[config.mk]
export PLATFORM = sky130hd
export DESIGN_NAME = uart_fifo_tx_flat
export DESIGN_NICKNAME = d
export VERILOG_FILES = /design/src/rtl/uart_fifo_tx_pkg.sv /design/src/rtl/uart_fifo_tx_if.sv /design/src/rtl/uart_fifo_tx_baud_counter.sv /design/src/rtl/uart_fifo_tx.sv /design/src/flat_wrapper.sv
export SDC_FILE = /design/constraint.sdc
export NUM_CORES = 1
export LEC_CHECK = 0
export ABC_AREA = 1
export CAP_MARGIN = 20
export CELL_PAD_IN_SITES_DETAIL_PLACEMENT = 2
export CELL_PAD_IN_SITES_GLOBAL_PLACEMENT = 2
export CORE_MARGIN = 1.5
export CORE_UTILIZATION = 25
export DETAILED_ROUTE_END_ITERATION = 10
export PLACE_DENSITY = 0.7
export SLEW_MARGIN = 20
export SYNTH_ARGS = -nofsm -noshare
export SYNTH_HDL_FRONTEND = slang
export SYNTH_SLANG_ARGS = --single-unit
[constraint.sdc]
create_clock -name clk -period 1.5 [get_ports clk]
set_input_delay 0.375 -clock clk [delete_from_list [all_inputs] [get_ports clk]]
set_output_delay 0.375 -clock clk [all_outputs]
set_load 0.02 [all_outputs]
[src/rtl/uart_fifo_tx_pkg.sv]
// Shared types and defaults for the FIFO-fed UART transmitter.
package uart_pkg;

  localparam int CLKS_PER_BIT_DEFAULT = 434;  // 50 MHz / 115200 baud
  localparam int DWIDTH_DEFAULT       = 8;

  typedef enum logic [2:0] {
    IDLE,
    FETCH,
    LOAD,
    START,
    DATA,
    STOP
  } tx_state_t;

  function automatic int cnt_width(input int n);
    return (n > 1) ? $clog2(n) : 1;
  endfunction

endpackage

[src/rtl/uart_fifo_tx_if.sv]
// Read side of the TX FIFO: the transmitter (master) pops, the FIFO (slave) supplies data.
interface uart_fifo_tx_if import uart_pkg::*; #(
  parameter int DWIDTH = DWIDTH_DEFAULT
);

  logic              fifo_empty;
  logic [DWIDTH-1:0] fifo_data;
  logic              fifo_rd_en;

  modport master (
    input  fifo_empty,
    input  fifo_data,
    output fifo_rd_en
  );

  modport slave (
    output fifo_empty,
    output fifo_data,
    input  fifo_rd_en
  );

endinterface

[src/rtl/uart_fifo_tx_baud_counter.sv]
// Bit-period counter: counts 0..CLKS_PER_BIT-1 while enabled, ticks on the last cycle of each bit.
module uart_baud_counter import uart_pkg::*; #(
  parameter int CLKS_PER_BIT = CLKS_PER_BIT_DEFAULT
) (
  input  logic clk,
  input  logic reset,
  input  logic clear,
  input  logic enable,
  output logic bit_tick
);

  localparam int            CW   = cnt_width(CLKS_PER_BIT);
  localparam logic [CW-1:0] LAST = CW'(CLKS_PER_BIT - 1);

  logic [CW-1:0] cnt_q, cnt_d;

  always_comb begin
    bit_tick = !clear && enable && (cnt_q == LAST);
    cnt_d    = cnt_q;
    if (clear) begin
      cnt_d = '0;
    end else if (enable) begin
      cnt_d = bit_tick ? '0 : cnt_q + CW'(1);
    end
  end

  always_ff @(posedge clk or negedge reset) begin
    if (!reset) begin
      cnt_q <= '0;
    end else begin
      cnt_q <= cnt_d;
    end
  end

endmodule

[src/rtl/uart_fifo_tx.sv]
// 8N1 UART transmitter that pops one byte per frame from a registered-output FIFO.
//
// state | meaning
// IDLE  | line high, waiting for tx_enable and a non-empty FIFO
// FETCH | one-cycle pop strobe to the FIFO
// LOAD  | FIFO read data now valid, captured into the shift register
// START | start bit (tx=0) for one bit period
// DATA  | DWIDTH data bits, LSB first
// STOP  | stop bit (tx=1); tx_done on its last cycle
module uart_fifo_tx import uart_pkg::*; #(
  parameter int CLKS_PER_BIT = CLKS_PER_BIT_DEFAULT,
  parameter int DWIDTH       = DWIDTH_DEFAULT
) (
  input  logic           clk,
  input  logic           reset,
  input  logic           tx_enable,
  uart_fifo_tx_if.master fifo,
  output logic           tx,
  output logic           busy,
  output logic           tx_done
);

  localparam int            IW       = cnt_width(DWIDTH);
  localparam logic [IW-1:0] LAST_BIT = IW'(DWIDTH - 1);

  tx_state_t         state_q, state_d;
  logic [DWIDTH-1:0] shift_q, shift_d;
  logic [IW-1:0]     bit_idx_q, bit_idx_d;
  logic              tx_q, tx_d;
  logic              baud_clear, baud_en, bit_tick;

  uart_baud_counter #(.CLKS_PER_BIT(CLKS_PER_BIT)) u_baud (
    .clk      (clk),
    .reset    (reset),
    .clear    (baud_clear),
    .enable   (baud_en),
    .bit_tick (bit_tick)
  );

  always_comb begin
    state_d         = state_q;
    shift_d         = shift_q;
    bit_idx_d       = bit_idx_q;
    fifo.fifo_rd_en = 1'b0;
    tx_done         = 1'b0;
    baud_clear      = 1'b1;
    baud_en         = 1'b0;

    case (state_q)
      IDLE: begin
        if (tx_enable && !fifo.fifo_empty) state_d = FETCH;
      end
      FETCH: begin
        fifo.fifo_rd_en = 1'b1;
        state_d         = LOAD;
      end
      LOAD: begin
        shift_d   = fifo.fifo_data;
        bit_idx_d = '0;
        state_d   = START;
      end
      START: begin
        baud_clear = 1'b0;
        baud_en    = 1'b1;
        if (bit_tick) state_d = DATA;
      end
      DATA: begin
        baud_clear = 1'b0;
        baud_en    = 1'b1;
        if (bit_tick) begin
          shift_d = shift_q >> 1;
          if (bit_idx_q == LAST_BIT) begin
            bit_idx_d = '0;
            state_d   = STOP;
          end else begin
            bit_idx_d = bit_idx_q + IW'(1);
          end
        end
      end
      STOP: begin
        baud_clear = 1'b0;
        baud_en    = 1'b1;
        if (bit_tick) begin
          tx_done = 1'b1;
          state_d = (tx_enable && !fifo.fifo_empty) ? FETCH : IDLE;
        end
      end
      default: state_d = IDLE;
    endcase

    // tx is registered, so it is decoded from the state being entered
    case (state_d)
      START:   tx_d = 1'b0;
      DATA:    tx_d = shift_d[0];
      default: tx_d = 1'b1;
    endcase
  end

  always_ff @(posedge clk or negedge reset) begin
    if (!reset) begin
      state_q   <= IDLE;
      shift_q   <= '0;
      bit_idx_q <= '0;
      tx_q      <= 1'b1;
    end else begin
      state_q   <= state_d;
      shift_q   <= shift_d;
      bit_idx_q <= bit_idx_d;
      tx_q      <= tx_d;
    end
  end

  assign tx   = tx_q;
  assign busy = (state_q != IDLE);

endmodule

[src/flat_wrapper.sv]
// flat-port wrapper written by rule: the top's interface ports become plain ports
module uart_fifo_tx_flat import uart_pkg::*;
#(
  parameter int CLKS_PER_BIT = CLKS_PER_BIT_DEFAULT,
  parameter int DWIDTH       = DWIDTH_DEFAULT
)
  (clk, reset, tx_enable, tx, busy, tx_done, fifo_fifo_empty, fifo_fifo_data, fifo_fifo_rd_en);
  uart_fifo_tx_if #(.DWIDTH(DWIDTH)) fifo_i ();
  input  logic clk;
  input  logic reset;
  input  logic tx_enable;
  output logic tx;
  output logic busy;
  output logic tx_done;
  input wire logic [$bits(fifo_i.fifo_empty)-1:0] fifo_fifo_empty;
  input wire logic [$bits(fifo_i.fifo_data)-1:0] fifo_fifo_data;
  output wire logic [$bits(fifo_i.fifo_rd_en)-1:0] fifo_fifo_rd_en;
  assign fifo_i.fifo_empty = fifo_fifo_empty;
  assign fifo_i.fifo_data = fifo_fifo_data;
  assign fifo_fifo_rd_en = fifo_i.fifo_rd_en;
  uart_fifo_tx #(.CLKS_PER_BIT(CLKS_PER_BIT), .DWIDTH(DWIDTH)) u_core (.clk(clk), .reset(reset), .tx_enable(tx_enable), .fifo(fifo_i), .tx(tx), .busy(busy), .tx_done(tx_done));
endmodule
==> flow_metrics.py <==
metrics = {
    "placed_design": {
        "gp_congestion": 0.806,
        "hpwl_mm": 3.03,
        "dp_cells": 261,
        "port_buffers": 15,
    },
    "logic_synthesis": {
        "synth_commonest_cells": "31 x nand2_1, 23 x dfrtp_1, 17 x inv_1",
        "synth_edf_count": 0,
        "synth_fa_ha_area_share_pct": 3.85,
        "syn_inst": 153,
        "ys_types": 27,
        "seq_area_frac_synth_pct": 46.3,
        "synth_ff_type": "dfrtp_1",
        "ys_ff_latch": 24,
        "synth_top_family_by_area": "simple AND/OR/NAND/NOR gates",
        "synth_area_leader_cell": "dfrtp_1",
        "synth_top_area_share_pct": 44.2,
        "ys_top_cells_by_area": "dfrtp_1 44%, nand2_1 8.9%, nand3_1 6.2%, inv_1 4.9%, nor2_1 4.3%",
        "async_flop_share_pct": 100,
        "synth.most_common_cell": "nand2_1",
        "synth_xor_area_share_pct": 2.02,
        "yosysWarnings": 0,
        "yosys-mux-area-fraction_pct": 0,
        "yosys.area_share.simple_pct": 32.4,
        "synth_nets": 169,
        "synth_compound_area_share_pct": 7.31,
        "avgSynthCellArea_um2": 8.50,
        "syn-cell-area_mm2": 0.00130,
    },
    "clock_tree": {
        "cts_tree": "yes",
        "cts_inserted_buffers": 3,
        "insertion_delay_ns": 0.29,
        "clk_pin_slew_ns": 0.11,
        "clock_path_buffers": 2,
        "clkSinkCount": 24,
        "cts_root_buffer": "clkbuf_8",
        "cts.htree.levels": 1,
    },
    "floorplanning": {
        "rows": 26,
        "ioPinCount": 16,
        "die_w_um": 75.1,
        "die_area_mm2": 0.00565,
        "die_h_um": 75.1,
        "coreArea_mm2": 0.00507,
        "floorplan.initialDensity_pct": 25.6,
    },
    "routing": {
        "wl_per_cell_um": 20.3,
        "drt-pass1-iter-count": 4,
        "drt_iter0_markers": 65,
        "vias": 1307,
        "ant_nets": 0,
        "wl_mm": 5.74,
        "routed_via_density": 4.62,
        "drc": 0,
    },
    "critical_path": {
        "crit_path_start_kind": "flip-flop",
        "cp-end-kind": "output port",
        "cp_slowest_stage_delay_ns": 0.44,
        "path_max_fanout": 2,
        "cp_slowest_cell": "dfrtp_1",
        "critPathArrivalTime_ns": 1.49,
        "critical_path.cell_chain": "inv_2, ha_4, nand2_4, nor2_4, nand3_2, nor2_2, buf_6",
        "required_ns": 1.12,
        "critPathBufInv": 2,
        "crit_family": "flip-flops",
        "critical_path_class": "reg -> out",
    },
    "sta": {
        "fmax_ghz": 0.537,
        "finalMaxSlewViolations": 0,
        "hold_viol": 0,
        "worst_clock_skew_ns": 0.00907,
        "final.setup.worst_slack_ns": -0.363,
        "setup_viol": 26,
        "rsz0062_at_grt": "yes",
        "relSlewSlack_pct": 78.9,
        "period_needed_ns": 1.86,
        "fin_crit_sh_pct": 124,
        "max_slew.worst_pin.slew_ns": 0.313,
    },
    "power": {
        "power.leakage_nw": 1.11,
        "power.density_mw_per_mm2": 599,
        "ir_drop_uv": 292,
        "p_total_mw": 1.37,
    },
    "status": {
        "run_status": "finished with violations",
        "violations": "setup timing",
    },
    "layout": {
        "final_cells": 283,
        "fill_cells": 553,
        "layout-drive-gt1-share_pct": 54.9,
        "area_delta_synth_final_pct": 75.4,
        "antenna_cells": 0,
        "final_nets": 230,
    },
    "global_route": {
        "overflow": 0,
        "grt_max_degree": 25,
        "grt_pass1_wl_mm": 7.50,
        "grt_pass1_vias": 1430,
        "grt_usage_pct": 18.1,
        "antenna_found_initial": 0,
    },
    "run": {
        "drv_cap": 0,
    },
    "worst_hold_path": {
        "hp-class": "in -> async",
    },
}
power breakdown:
group	total (mW)	switching [mW]	leakage (nW)	internal, mW
combinational	0.0842	0.0406	0.792	0.0436
clock	0.621	0.262	0.0357	0.358
sequential	0.661	0.00388	0.279	0.657
total	1.37	0.307	1.11	1.06
flip-flops by register name (all words and copies together), names as in the netlist:
| name | count |
|---|---|
| u_core.bit_idx_q | 3 |
| u_core.shift_q | 8 |
| u_core.state_q | 3 |
| u_core.tx | 1 |
| u_core.u_baud.cnt_q | 9 |
worst register-to-register path: stages, from the launching register on:
cell and delay, ns:
dfrtp_1 0.44, inv_2 0.09, ha_4 0.15, buf_4 0.11, buf_6 0.09, nand2_4 0.05
inv_4 0.05, nand2_4 0.06, nor2_8 0.21, nand2_4 0.12, buf_8 0.16, o221ai_4 0.19
area by class of cell:
cell class	count	area, µm²	share of cell area [%]
timing repair buffer	56	522	22.9
clock inverter	1	30.0	1.32
multi-input combinational	104	892	39.1
clock buffer	3	41.3	1.81
inverter	25	106	4.66
sequential	24	603	26.4
tap	70	87.6	3.84
per-stage QoR:
| stage | util [%] | hold WS (ns) | cell area (µm²) | setup WS, ns | TNS, ns |
|---|---|---|---|---|---|
| after floorplan | - | 0.0794 | 1300 | 0.0377 | 0 |
| after global placement | 33.9 | 0.477 | 1720 | -0.426 | -0.710 |
| after detailed placement | 33.9 | 0.500 | 1720 | -0.499 | -1.52 |
| after CTS | 39.7 | 0.447 | 2020 | -0.303 | -2.15 |
| after global routing | 45.0 | 0.439 | 2280 | -0.408 | -6.44 |
| final | 45.0 | 0.427 | 2280 | -0.363 | -4.80 |
layer usage:
layer / vias up / GRT usage, % / wire length, µm
li1: 612 / - / -
met1: 669 / 21.4 / 2460
met2: 20 / 34.2 / 3110
met3: 6 / 2.81 / 111
met4: 0 / 4.37 / 55
met5: - / 0 / 0
path summary, 6_finish.rpt:
kind,from,slack [ns],depth (start not counted),end
max in group asynchronous,reset,0.84,2,u_core.tx
worst min register to register,u_core.shift_q[7],0.57,2,u_core.shift_q[7]
worst max-delay path,u_core.u_baud.cnt_q[1],-0.36,7,tx_done
worst max register to register,u_core.u_baud.cnt_q[1],-0.30,11,u_core.shift_q[2]
min in group clk,u_core.shift_q[7],0.57,2,u_core.shift_q[7]
worst min-delay path,reset,0.43,2,u_core.u_baud.cnt_q[1]
timing repair:
action,4_1_cts,5_1_grt
hold buffers,0,0
endpoints found under the setup margin,23,27
pin swaps,10,12
resized for setup,63,36
cloned,1,0
buffers inserted,4,14
logic make-up after synthesis:
logic type / after synthesis
compound gates: 13
simple gates: 83
xor+xnor: 3
buf+inv: 26
fa+ha+maj: 4
flops: 24
cells in the final DEF (no fill, tap or decap), types with 2 or more instances in the layout:
cell              n
nor3b_2           3
buf_4            31
nor2_1            9
clkbuf_8          3
clkdlybuf4s50_1  11
nand3_1           8
nand2_4           6
dfrtp_1          22
buf_12            2
o221ai_2          5
nor3_4            2
ha_1              2
a21oi_1           2
nor2_2            4
inv_2             7
inv_4             3
ha_4              2
nand2_1          22
nor2_4            6
inv_1            13
nand2_2          10
nand2_8           2
buf_6            10
xnor2_1           2
nand3_2           9
(Power assumes the default switching activity.)
